$ cat src/rtl/mem_pkg.sv
// Shared types and defaults for the backing-store controller.
// The init pattern places the address in the upper half of a word and its complement in the lower half.
package mem_pkg;

    localparam int unsigned MEM_ADDR_W  = 4;
    localparam int unsigned MEM_DATA_W  = 8;
    localparam int unsigned MEM_LATENCY = 4;

    typedef enum logic [1:0] {
        IDLE,
        WAIT,
        RESP
    } mem_state_t;

    // Result is 2*addr_w bits wide, right-aligned; callers truncate or zero-pad it to DATA_W.
    function automatic logic [63:0] init_pattern(input int unsigned idx, input int unsigned addr_w);
        logic [63:0] mask;
        logic [63:0] a;
        mask = (64'd1 << addr_w) - 64'd1;
        a    = 64'(idx) & mask;
        return (a << addr_w) | (~a & mask);
    endfunction

endpackage

$ cat src/rtl/mem_lat_timer.sv
// Access-latency timer: starts at zero on i_start and pulses o_expire
// in the cycle where the count reaches LATENCY-1.
module mem_lat_timer
    import mem_pkg::*;
#(
    parameter int unsigned LATENCY = MEM_LATENCY
) (
    input  logic clk,
    input  logic rst,
    input  logic i_start,
    output logic o_busy,
    output logic o_expire
);

    localparam logic [3:0] LAST = 4'(LATENCY - 1);

    logic [3:0] r_cnt;
    logic       r_busy;

    assign o_busy   = r_busy;
    assign o_expire = r_busy && (r_cnt == LAST);

    always_ff @(posedge clk or posedge rst) begin
        if (rst) begin
            r_cnt  <= '0;
            r_busy <= 1'b0;
        end else if (i_start) begin
            r_cnt  <= '0;
            r_busy <= 1'b1;
        end else if (r_busy) begin
            if (o_expire) begin
                r_busy <= 1'b0;
            end else begin
                r_cnt <= r_cnt + 4'd1;
            end
        end
    end

endmodule

$ cat src/rtl/main_mem_ctrl.sv
// Backing-store controller behind the cache: one request at a time,
// fixed latency, single-cycle done pulse, saturating read/write counters.
module main_mem_ctrl
    import mem_pkg::*;
#(
    parameter int unsigned ADDR_W  = MEM_ADDR_W,
    parameter int unsigned DATA_W  = MEM_DATA_W,
    parameter int unsigned LATENCY = MEM_LATENCY
) (
    input  logic              clk,
    input  logic              rst,
    input  logic              mem_req_valid,
    input  logic              mem_req_rw,
    input  logic [ADDR_W-1:0] mem_req_addr,
    input  logic [DATA_W-1:0] mem_req_datain,
    output logic              mem_req_ready,
    output logic              mem_done,
    output logic [DATA_W-1:0] mem_req_dataout,
    output logic [15:0]       mem_rd_count,
    output logic [15:0]       mem_wr_count
);

    localparam int unsigned DEPTH = 2 ** ADDR_W;

    mem_state_t r_state;
    mem_state_t w_next;

    logic              r_rw;
    logic [ADDR_W-1:0] r_addr;
    logic [DATA_W-1:0] r_data;
    logic [DATA_W-1:0] r_mem [DEPTH];
    logic [DATA_W-1:0] r_dout;
    logic [15:0]       r_rd_count;
    logic [15:0]       r_wr_count;

    logic w_accept;
    logic w_busy;
    logic w_expire;
    logic w_commit;

    assign w_accept = (r_state == IDLE) && mem_req_valid;
    assign w_commit = (r_state == WAIT) && w_busy && w_expire;

    mem_lat_timer #(
        .LATENCY (LATENCY)
    ) u_timer (
        .clk      (clk),
        .rst      (rst),
        .i_start  (w_accept),
        .o_busy   (w_busy),
        .o_expire (w_expire)
    );

    always_ff @(posedge clk or posedge rst) begin
        if (rst) begin
            r_state <= IDLE;
        end else begin
            r_state <= w_next;
        end
    end

    always_comb begin
        w_next        = r_state;
        mem_req_ready = 1'b0;
        mem_done      = 1'b0;
        case (r_state)
            IDLE: begin
                mem_req_ready = 1'b1;
                if (mem_req_valid) begin
                    w_next = WAIT;
                end
            end
            WAIT: begin
                if (w_expire) begin
                    w_next = RESP;
                end
            end
            RESP: begin
                mem_done = 1'b1;
                w_next   = IDLE;
            end
            default: w_next = IDLE;
        endcase
    end

    always_ff @(posedge clk or posedge rst) begin
        if (rst) begin
            r_rw   <= 1'b0;
            r_addr <= '0;
            r_data <= '0;
        end else if (w_accept) begin
            r_rw   <= mem_req_rw;
            r_addr <= mem_req_addr;
            r_data <= mem_req_datain;
        end
    end

    always_ff @(posedge clk or posedge rst) begin
        if (rst) begin
            for (int unsigned i = 0; i < DEPTH; i++) begin
                r_mem[i] <= DATA_W'(init_pattern(i, ADDR_W));
            end
        end else if (w_commit && r_rw) begin
            r_mem[r_addr] <= r_data;
        end
    end

    // Read data and counters update only on the WAIT->RESP edge; dout holds otherwise.
    always_ff @(posedge clk or posedge rst) begin
        if (rst) begin
            r_dout     <= '0;
            r_rd_count <= '0;
            r_wr_count <= '0;
        end else if (w_commit) begin
            if (r_rw) begin
                if (r_wr_count != 16'hFFFF) begin
                    r_wr_count <= r_wr_count + 16'd1;
                end
            end else begin
                r_dout <= r_mem[r_addr];
                if (r_rd_count != 16'hFFFF) begin
                    r_rd_count <= r_rd_count + 16'd1;
                end
            end
        end
    end

    assign mem_req_dataout = r_dout;
    assign mem_rd_count    = r_rd_count;
    assign mem_wr_count    = r_wr_count;

endmodule

$ cat config.mk
export PLATFORM = sky130hd
export DESIGN_NAME = main_mem_ctrl
export DESIGN_NICKNAME = d
export VERILOG_FILES = /design/src/rtl/mem_pkg.sv /design/src/rtl/mem_lat_timer.sv /design/src/rtl/main_mem_ctrl.sv
export SDC_FILE = /design/constraint.sdc
export NUM_CORES = 1
export LEC_CHECK = 0
export ABC_AREA = 1
export BUFFER_PORTS_ARGS = -buffer_cell sky130_fd_sc_hd__buf_2
export CAP_MARGIN = 20
export CELL_PAD_IN_SITES_DETAIL_PLACEMENT = 0
export CELL_PAD_IN_SITES_GLOBAL_PLACEMENT = 1
export CORE_ASPECT_RATIO = 0.6
export CORE_MARGIN = 4
export CORE_UTILIZATION = 30
export DETAILED_ROUTE_END_ITERATION = 12
export PLACE_DENSITY_LB_ADDON = 0.25
export SETUP_SLACK_MARGIN = 0.3
export SLEW_MARGIN = 20
export SYNTH_ARGS = -nofsm -noshare
export SYNTH_HDL_FRONTEND = slang
export SYNTH_SLANG_ARGS = --single-unit
$ cat constraint.sdc
create_clock -name clk -period 8.2 [get_ports clk]
set_clock_uncertainty 0.2 [all_clocks]
set_input_delay 0.41 -clock clk [delete_from_list [all_inputs] [get_ports clk]]
set_output_delay 0.41 -clock clk [all_outputs]
set_load 0.02 [all_outputs]
==> reports/qor.yml, run 1 <==
global_route:
  grt_overflow: 0
  antenna_found_initial: 0
  grt_pass1_vias: 7983
  gr-usage-all-layers: 0.179
  grt_pass1_wl_microns: 48300
  grt_max_degree: 75
floorplan:
  boundaryPins: 58
  die_w_microns: 239
  start_util: 0.306
  core_sq_um: 31300
  num_rows: 50
  die_h_microns: 147
  dieArea_sq_um: 35000
setup_path:
  crit_buf_inv: 3
  r2r_end: "mem_req_dataout[1]"
  r2r_start: "r_addr[0]"
  cpPeakStageDelay_ps: 600
  cp-end-kind: "flip-flop"
  reg2reg_depth: 10
  path_max_fanout: 41
  crit_chain: "inv_2, buf_4, nand2_4, inv_1, nand2_1, nand3_1, nand2_1, nand2_1, nor2_1, nor2_1"
  worstPathArrival_ps: 3000
  critPathTopFamily: "buffers and inverters"
  required_ps: 8390
  crit_top_cell: "nand2_1"
  r2r_setup_slack_ps: 5390
  criticalPathCategory: "reg -> reg"
  critPathSlowestCell: "inv_1"
  cp-start-kind: "flip-flop"
job:
  cap_viol_max_count: 0
placement:
  io_buffers: 57
  place_congestion: 0.812
  placed_cell_area_sq_um: 10300
  dp_hpwl_microns: 20200
cts:
  insertion_delay_ps: 460
  htreeDepth: 4
  cts.path.max_buffers: 2
  cts_sinks: 188
  clk_pin_slew_worst_paths_ps: 70
  cts_buffers: 17
  clockRootBuffer: "clkbuf_16"
  post_cts_buffers: 0
  post_cts_resized: 0
  cts_tree: "built"
power_and_ir_drop:
  switching_share: 0.424
  intPower_mw: 1.77
  combPwrFrac: 0.265
  power.switching_mw: 1.31
  clock_power_share: 0.277
  p_total_mw: 3.08
  power.leakage_nw: 5.83
  p_seq_frac: 0.457
  powerDensity_nw_per_um2: 280
  irDropWorstVdd_v: 0.000175
logic_synthesis:
  syn-num-nets: 1324
  syn-mean-instance-area_sq_um: 7.35
  synth-seq-cells: 188
  synth_area_sq_um: 9600
  yosysSeqAreaShare: 0.499
  synth_area_leaders: "nand2_1 (33%), dfrtp_1 (32%), dfstp_2 (18%), nor2_4 (2.3%), nand2_4 (2.2%)"
  synth_top_cell_area_share: 0.333
  synth_top_area_cell: "nand2_1"
  syn_inst: 1305
  post_synth_num_cell_types: 26
  yosys_warnings: 0
sta:
  rsz0062_at_grt: "no"
  finalHoldViolCount: 0
  relSlewSlack: 0.241
  setup_viol: 0
  finalHoldWorstSlack_ps: 50.1
  fin_setup_tns_ps: 0
  worst_slew_pin_slew_ps: 1140
  fin_crit_sh: 0.342
  max_freq_ghz: 0.356
  timing.final.crit_period_ps: 2810
  slew_viol_final: 0
route:
  vias: 8141
  avgViaCountPerCell: 4.56
  wire_per_inst_microns: 16.9
  drt_pre_antenna_iters: 5
  drtIter0Drc: 725
  wirelength_microns: 30200
  drtAntennaViolNets: 0
  drc: 0
min_path:
  hold-path-cell-count: 3
  min_to: "r_addr[0]"
  hold_path.class: "in -> reg"
  hold_start: "mem_req_addr[0]"
final_layout:
  design_area_sq_um: 11000
  diodes: 0
  drive_gt1_frac: 0.159
  fin_nets: 1375
  fillers: 3328
  fin_util: 0.350
  syn_to_final_growth_pct: 14.4
run_status:
  outcome: "complete, no violations"
## what timing repair did
action                                  4_1_cts  5_1_grt
endpoints found under the setup margin        0        0
endpoints found under the hold margin        65        0
hold buffers                                 12        0
## cells in the mapped netlist
cell type and number:
nor2_1 56, nor2_2 2, nor2_4 20, xor2_1 8, dfrtp_1 124, o21ai_0 11
nand2_4 19, ha_1 3, nand2_1 851, a21oi_1 1, clkbuf_1 25, inv_1 25
dfstp_2 64, xnor2_1 20, nor3b_1 1, nor3_4 2, nor3_1 2, nand3_1 35
buf_4 5, nand4_1 2, nand2_2 5, inv_2 7, buf_1 3, nand4_4 1
buf_2 10, clkinv_1 3
## sequential cells by signal, summed over array words and instances (netlist names)
name	cells
mem_rd_count	16
mem_req_dataout	8
mem_wr_count	16
r_addr	4
r_data	8
r_mem	128
r_rw	1
r_state	2
u_timer.o_busy	1
u_timer.r_cnt	4
## kinds of logic (layout without fill, tap and decap cells)
group	count (synthesis)	in the layout	synth area share
adders and majority gates	3	3	0.00391
buffers and inverters	78	142	0.0338
and+or+nand+nor	996	996	0.432
AOI/OAI and AO/OA	12	12	0.00626
DFF	188	188	0.499
xor gates and xnor gates	28	28	0.0256
## worst max-delay path by stage
stage	from	to	slack [ps]	cells after the start
2_1_floorplan	rst	mem_rd_count[0]	2580	1
3_3_place_gp	r_addr[0]	mem_req_dataout[1]	5440	10
3_5_place_dp	r_addr[0]	mem_req_dataout[1]	5390	10
4_1_cts	r_addr[0]	mem_req_dataout[1]	5390	10
5_1_grt	r_addr[0]	mem_req_dataout[7]	5200	10
6_report	r_addr[0]	mem_req_dataout[1]	5390	10
## metal layers
layer  vias to the layer above  GRT usage  wire length, microns
li1                       4050          -                     -
met1                      3875      0.292                 17000
met2                       189      0.228                 11100
met3                        27     0.0497                  1890
met4                         0     0.0369                   292
met5                         -          0                     0
## cell type report
cell class	instances	area (sq um)	share of cell area
Clock buffer	18	439	0.0400
Clock inverter	14	155	0.0141
Inverter	35	139	0.0126
Multi-Input combinational cell	1039	4490	0.409
Sequential cell	188	4790	0.436
Tap cell	416	520	0.0474
Timing Repair Buffer	75	450	0.0410
## cell usage in the layout, fill, tap and decap left out, types with 2 or more instances in the layout
cell type / n
clkinv_4: 3
inv_1: 24
nand4_1: 2
nor3_4: 2
inv_8: 4
nand3_1: 35
nor2_1: 56
buf_4: 6
nand2_2: 5
dfstp_2: 64
nand2_4: 19
clkbuf_16: 17
nor2_2: 2
dfrtp_1: 123
clkinvlp_4: 3
o21ai_0: 11
ha_1: 3
xor2_1: 8
inv_6: 3
nor2_4: 20
nand2_1: 851
xnor2_1: 20
inv_2: 7
clkinv_1: 3
buf_2: 57
dlygate4sd3_1: 12
nor3_1: 2
## stage by stage
step | instances | worst slack [ps]
5_1_grt | 1785 | 5200
3_5_place_dp | 1741 | 5390
6_report | 1785 | 5390
4_1_cts | 1785 | 5390
3_3_place_gp | 1741 | 5440
2_1_floorplan | 1305 | 2580
## worst register-to-register path, cell delays in order (launching register included)
cell and delay, ps:
dfrtp_2 410, inv_2 270, buf_4 520, nand2_4 240, inv_1 600, nand2_1 140
nand3_1 120, nand2_1 50, nand2_1 60, nor2_1 50, nor2_1 80
## power by group through the flow
stage | clock [mW] | sequential [mW] | combinational (mW)
detailed placement | 0 | 1.42 | 0.820
CTS | 0.880 | 1.40 | 0.826
global placement | 0 | 1.42 | 0.812
global route | 0.917 | 1.43 | 0.912
floorplan | 0 | 1.27 | 0.631
finish | 0.854 | 1.41 | 0.817
Note: power is estimated with default switching activity, not from simulation.
==> inputs of run 2 (changes only) <==
Clock period 8.2 ns to 2.8 ns, I/O delays scaled along.
==> run 2 against run 1 <==
- die area did not move
- sequential power rose to 2.8 times the previous value
- via count rose by 1.9%
- register-to-register slack got worse by 4900 ps
- final area rose by 2.9%
- first-iteration DRC count fell by 13%
- count of clock-buffer cells in the layout fell by 1
- power rose to 3.1 times the previous value
- wire length fell by 3.0%
- largest cell class unchanged
==> reports/qor.yml, run 2 (synthesized netlist as in run 1, its figures left out) <==
sta:
  timing.final.crit_period_ps: 2310
  fin_setup_tns_ps: 0
  setup_viol: 0
  finalHoldViolCount: 0
  slew_viol_final: 0
  fin_crit_sh: 0.825
  worst_slew_pin_slew_ps: 1000
  max_freq_ghz: 0.433
  relSlewSlack: 0.331
  rsz0062_at_grt: "no"
setup_path:
  cp-end-kind: "flip-flop"
  worstPathArrival_ps: 2510
  path_max_fanout: 17
  criticalPathCategory: "reg -> reg"
  cp-start-kind: "flip-flop"
  reg2reg_depth: 8
  required_ps: 3000
route:
  drtAntennaViolNets: 0
  drc: 0
  wirelength_microns: 29300
  drtIter0Drc: 632
  vias: 8299
  drt_pre_antenna_iters: 5
  avgViaCountPerCell: 4.57
  wire_per_inst_microns: 16.2
cts:
  clk_pin_slew_worst_paths_ps: 80
  htreeDepth: 4
  cts.path.max_buffers: 2
  insertion_delay_ps: 460
  clockRootBuffer: "clkbuf_16"
  cts_sinks: 188
  post_cts_resized: 0
  cts_buffers: 17
  post_cts_buffers: 0
  cts_tree: "built"
job:
  cap_viol_max_count: 0
global_route:
  grt_pass1_vias: 7955
  grt_pass1_wl_microns: 47300
  antenna_found_initial: 0
  gr-usage-all-layers: 0.174
  grt_max_degree: 76
  grt_overflow: 0
final_layout:
  diodes: 0
  syn_to_final_growth_pct: 17.7
  drive_gt1_frac: 0.167
  top_register: "r_mem"
  final-instance-count-excl-fill: 1814
  mostFrequentLayoutCells: "nand2_1 (851), dfrtp_1 (123), dfstp_2 (64), buf_2 (57), nor2_1 (56)"
  largest_reg_flops: 128
  fin_nets: 1404
  final_common_cell: "nand2_1"
min_path:
  hold_path.class: "in -> async"
placement:
  place_congestion: 0.786
  dpl.cell_count: 1758
  dp_hpwl_microns: 20300
  io_buffers: 57
power_and_ir_drop:
  power.leakage_nw: 5.99
  irDropWorstVdd_v: 0.000533
  powerDensity_nw_per_um2: 834
floorplan:
  boundaryPins: 58
  num_rows: 50
  dieArea_sq_um: 35000
  core_sq_um: 31300
  die_w_microns: 239
  start_util: 0.306
  die_h_microns: 147
run_status:
  outcome: "complete, no violations"
[run 2: power breakdown]
group | switching, mW | total (mW) | leakage, nW | internal, mW
clock | 1.23 | 2.67 | 0.299 | 1.44
sequential | 0.674 | 3.98 | 2.33 | 3.31
combinational | 1.95 | 2.77 | 3.36 | 0.826
[run 2: critical path, stage by stage, from the launching register on]
cell	delay (ps)
dfrtp_1	430
nor2_1	150
nand2_1	70
buf_4	190
inv_1	320
buf_4	230
nand2_1	60
nand2_1	50
dlygate4sd3_1	540
[run 2: stage by stage]
stage          hold WS, ps   util  power, mW  cell area [sq um]  worst slack, ps
2_1_floorplan         49.6      -       5.57               9600             91.8
3_3_place_gp           119  0.333       6.69              10400              529
3_5_place_dp           125  0.333       6.70              10400              503
4_1_cts                175  0.360       9.52              11300              464
5_1_grt                197  0.360       9.99              11300              315
6_report               167  0.360       9.42              11300              490
[run 2: layout make-up]
class,instances,area [sq um]
Fill cell,3394,20000
Sequential cell,188,4790
Multi-Input combinational cell,1039,4490
Timing Repair Buffer,104,736
Tap cell,416,520
Clock buffer,17,425
Clock inverter,15,203
Inverter,35,135
[run 2: per-layer routing]
layer / vias to the layer above / global-route usage / wire length [microns]
met5: - / 0 / 0
met4: 0 / 0.0357 / 267
met3: 19 / 0.0434 / 1570
met2: 174 / 0.226 / 11100
met1: 3995 / 0.283 / 16400
li1: 4111 / - / -
[run 2: path summary, 6_finish.rpt]
check | startpoint | endpoint | slack (ps)
setup / recovery | r_state[0] | r_data[1] | 490
hold / removal | rst | mem_rd_count[2] | 170
setup reg to reg | r_state[0] | r_data[1] | 490
hold reg to reg | r_mem[42] | r_mem[42] | 270
max in group asynchronous | rst | r_mem[84] | 1790
min in group clk | mem_req_rw | r_rw | 240
[run 2: what timing repair did]
action	in CTS	in global routing
hold buffers	24	0
setup endpoints to repair	0	0
endpoints found under the hold margin	179	0
==> inputs of run 3 (changes only) <==
Clock period 2.8 ns to 2.1 ns, I/O delays scaled along.
==> run 3 against run 2 <==
- final cell count rose by 3.0%
- via count is 3.3% higher
- power up 51%
- non-clock buffer count increased by 54
- global-route usage grew 0.44 points
- wire length increased by 8.8%
- sequential cell count did not move
- critical path depth unchanged
- final area up 12%
- core utilization grew 4.2 points
- worst setup slack got worse by 270 ps
==> reports/qor.yml, run 3 (synthesized netlist as in run 1, its figures left out) <==
placement:
  dp_hpwl_microns: 20800
  place_congestion: 0.813
  io_buffers: 57
route:
  drtAntennaViolNets: 0
  drt_pre_antenna_iters: 6
  wirelength_microns: 31900
  drtIter0Drc: 606
  drc: 0
  wire_per_inst_microns: 17.1
  avgViaCountPerCell: 4.59
  vias: 8571
sta:
  timing.final.crit_period_ps: 1880
  max_freq_ghz: 0.532
  relSlewSlack: 0.681
  worst_slew_pin_slew_ps: 478
  setup_viol: 0
  slew_viol_final: 0
  finalHoldViolCount: 0
  rsz0062_at_grt: "yes"
  fin_crit_sh: 0.896
setup_path:
  cp-start-kind: "flip-flop"
  required_ps: 2300
  path_max_fanout: 8
  criticalPathCategory: "reg -> reg"
  worstPathArrival_ps: 2080
  cp-end-kind: "flip-flop"
power_and_ir_drop:
  irDropWorstVdd_v: 0.000630
  clock_power_share: 0.248
  combPwrFrac: 0.404
  powerDensity_nw_per_um2: 1130
  p_total_mw: 14.2
  intPower_mw: 8.48
  power.switching_mw: 5.75
  p_seq_frac: 0.349
  power.leakage_nw: 6.61
  switching_share: 0.404
floorplan:
  start_util: 0.306
  dieArea_sq_um: 35000
  num_rows: 50
  core_sq_um: 31300
  die_w_microns: 239
  die_h_microns: 147
  boundaryPins: 58
global_route:
  grt_pass1_wl_microns: 48100
  gr-usage-all-layers: 0.178
  grt_overflow: 0
  grt_pass1_vias: 7955
  antenna_found_initial: 0
  grt_max_degree: 82
cts:
  cts_tree: "built"
  clockRootBuffer: "clkbuf_16"
  cts_sinks: 188
  htreeDepth: 4
  cts.path.max_buffers: 2
  clk_pin_slew_worst_paths_ps: 80
  insertion_delay_ps: 460
  cts_buffers: 17
final_layout:
  diodes: 0
  fin_nets: 1458
  syn_to_final_growth_pct: 31.4
  final_common_cell: "nand2_1"
  drive_gt1_frac: 0.296
  top_register: "r_mem"
  fin_util: 0.402
  mostFrequentLayoutCells: "nand2_1 (747), dfrtp_1 (121), nand2_2 (85), dfstp_2 (64), buf_2 (57)"
  fillers: 3175
  seq_area_sq_um: 4790
  largest_reg_flops: 128
  multi_input_area_sq_um: 5050
job:
  cap_viol_max_count: 0
min_path:
  hold_path.class: "in -> async"
run_status:
  outcome: "complete, no violations"
-- run 3: cell count changes in the layout (fill, tap and decap cells not counted), moves of 6 or more --
cell,change
nand2_1,-104
nand2_2,+80
buf_4,+29
nand2_4,+20
buf_12,+14
nand3_1,-13
buf_6,+11
nand3_2,+10
nor2_1,-10
dlygate4sd3_1,-8
nor2_2,+6
-- run 3: timing repair --
| item | in CTS | in global routing |
|---|---|---|
| buffers inserted | 16 | 14 |
| endpoints found under the setup margin | 168 | 168 |
| gates resized for setup | 80 | 120 |
| endpoints found under the hold margin | 128 | 0 |
| gates cloned | 3 | 5 |
| pin swaps | 38 | 73 |
| hold buffers | 16 | 0 |
-- run 3: power groups by stage --
stage	Clock [mW]	Combinational (mW)	Sequential (mW)
after global routing	3.78	6.16	5.05
after CTS	3.64	4.96	4.92
after global placement	0	4.27	4.96
final	3.53	5.75	4.96
after floorplan	0	2.47	4.96
after detailed placement	0	4.28	4.96
-- run 3: final timing paths --
path | from | endpoint | slack [ps] | cells past startpoint
worst max-delay path | u_timer.r_cnt[1] | r_mem[122] | 220 | 8
worst min-delay path | rst | r_data[2] | 110 | 4
worst max register to register | u_timer.r_cnt[1] | r_mem[122] | 220 | 8
worst min register to register | r_mem[70] | r_mem[70] | 270 | 2
max in group asynchronous | rst | r_rw | 760 | 4
min in group clk | mem_req_datain[0] | r_data[0] | 180 | 4
-- run 3: routing by layer --
layer  part of all wire  global-route usage  vias to the layer above  wire [microns]
li1                   -                   -                     4239               -
met1               0.54               0.302                     4085           17400
met2               0.38               0.224                      218           12100
met3              0.063              0.0330                       29            2020
met4              0.011              0.0435                        0             360
met5                  0                   0                        -               0
-- run 3: critical path, stage by stage, from the launching register on --
cell and delay, ps:
dfrtp_1 400, ha_4 160, nand4_4 120, nor3_4 210, buf_12 190, nand2_8 90, nor2_4 280, nand2_1 100
nand2_1 60
-- run 3: layout make-up --
type / instances / share of cell area
well taps: 416 / 0.0413
inverters: 35 / 0.0126
repair buffers: 158 / 0.116
clock inverters: 13 / 0.0151
multi-input cells: 1039 / 0.401
clock buffers: 19 / 0.0343
flip-flops and latches: 188 / 0.380
-- run 3: metrics by stage --
step | area, sq um | TNS (ps) | setup WS (ps) | cells | hold WS, ps
after floorplan | 9600 | -71080 | -573 | 1305 | 14.6
after global placement | 10700 | 0 | 57.9 | 1782 | -117
after detailed placement | 10700 | -1.34 | -1.34 | 1782 | -117
after CTS | 12000 | 0 | 210 | 1849 | 103
after global routing | 12600 | 0 | 113 | 1868 | 149
final | 12600 | 0 | 219 | 1868 | 106
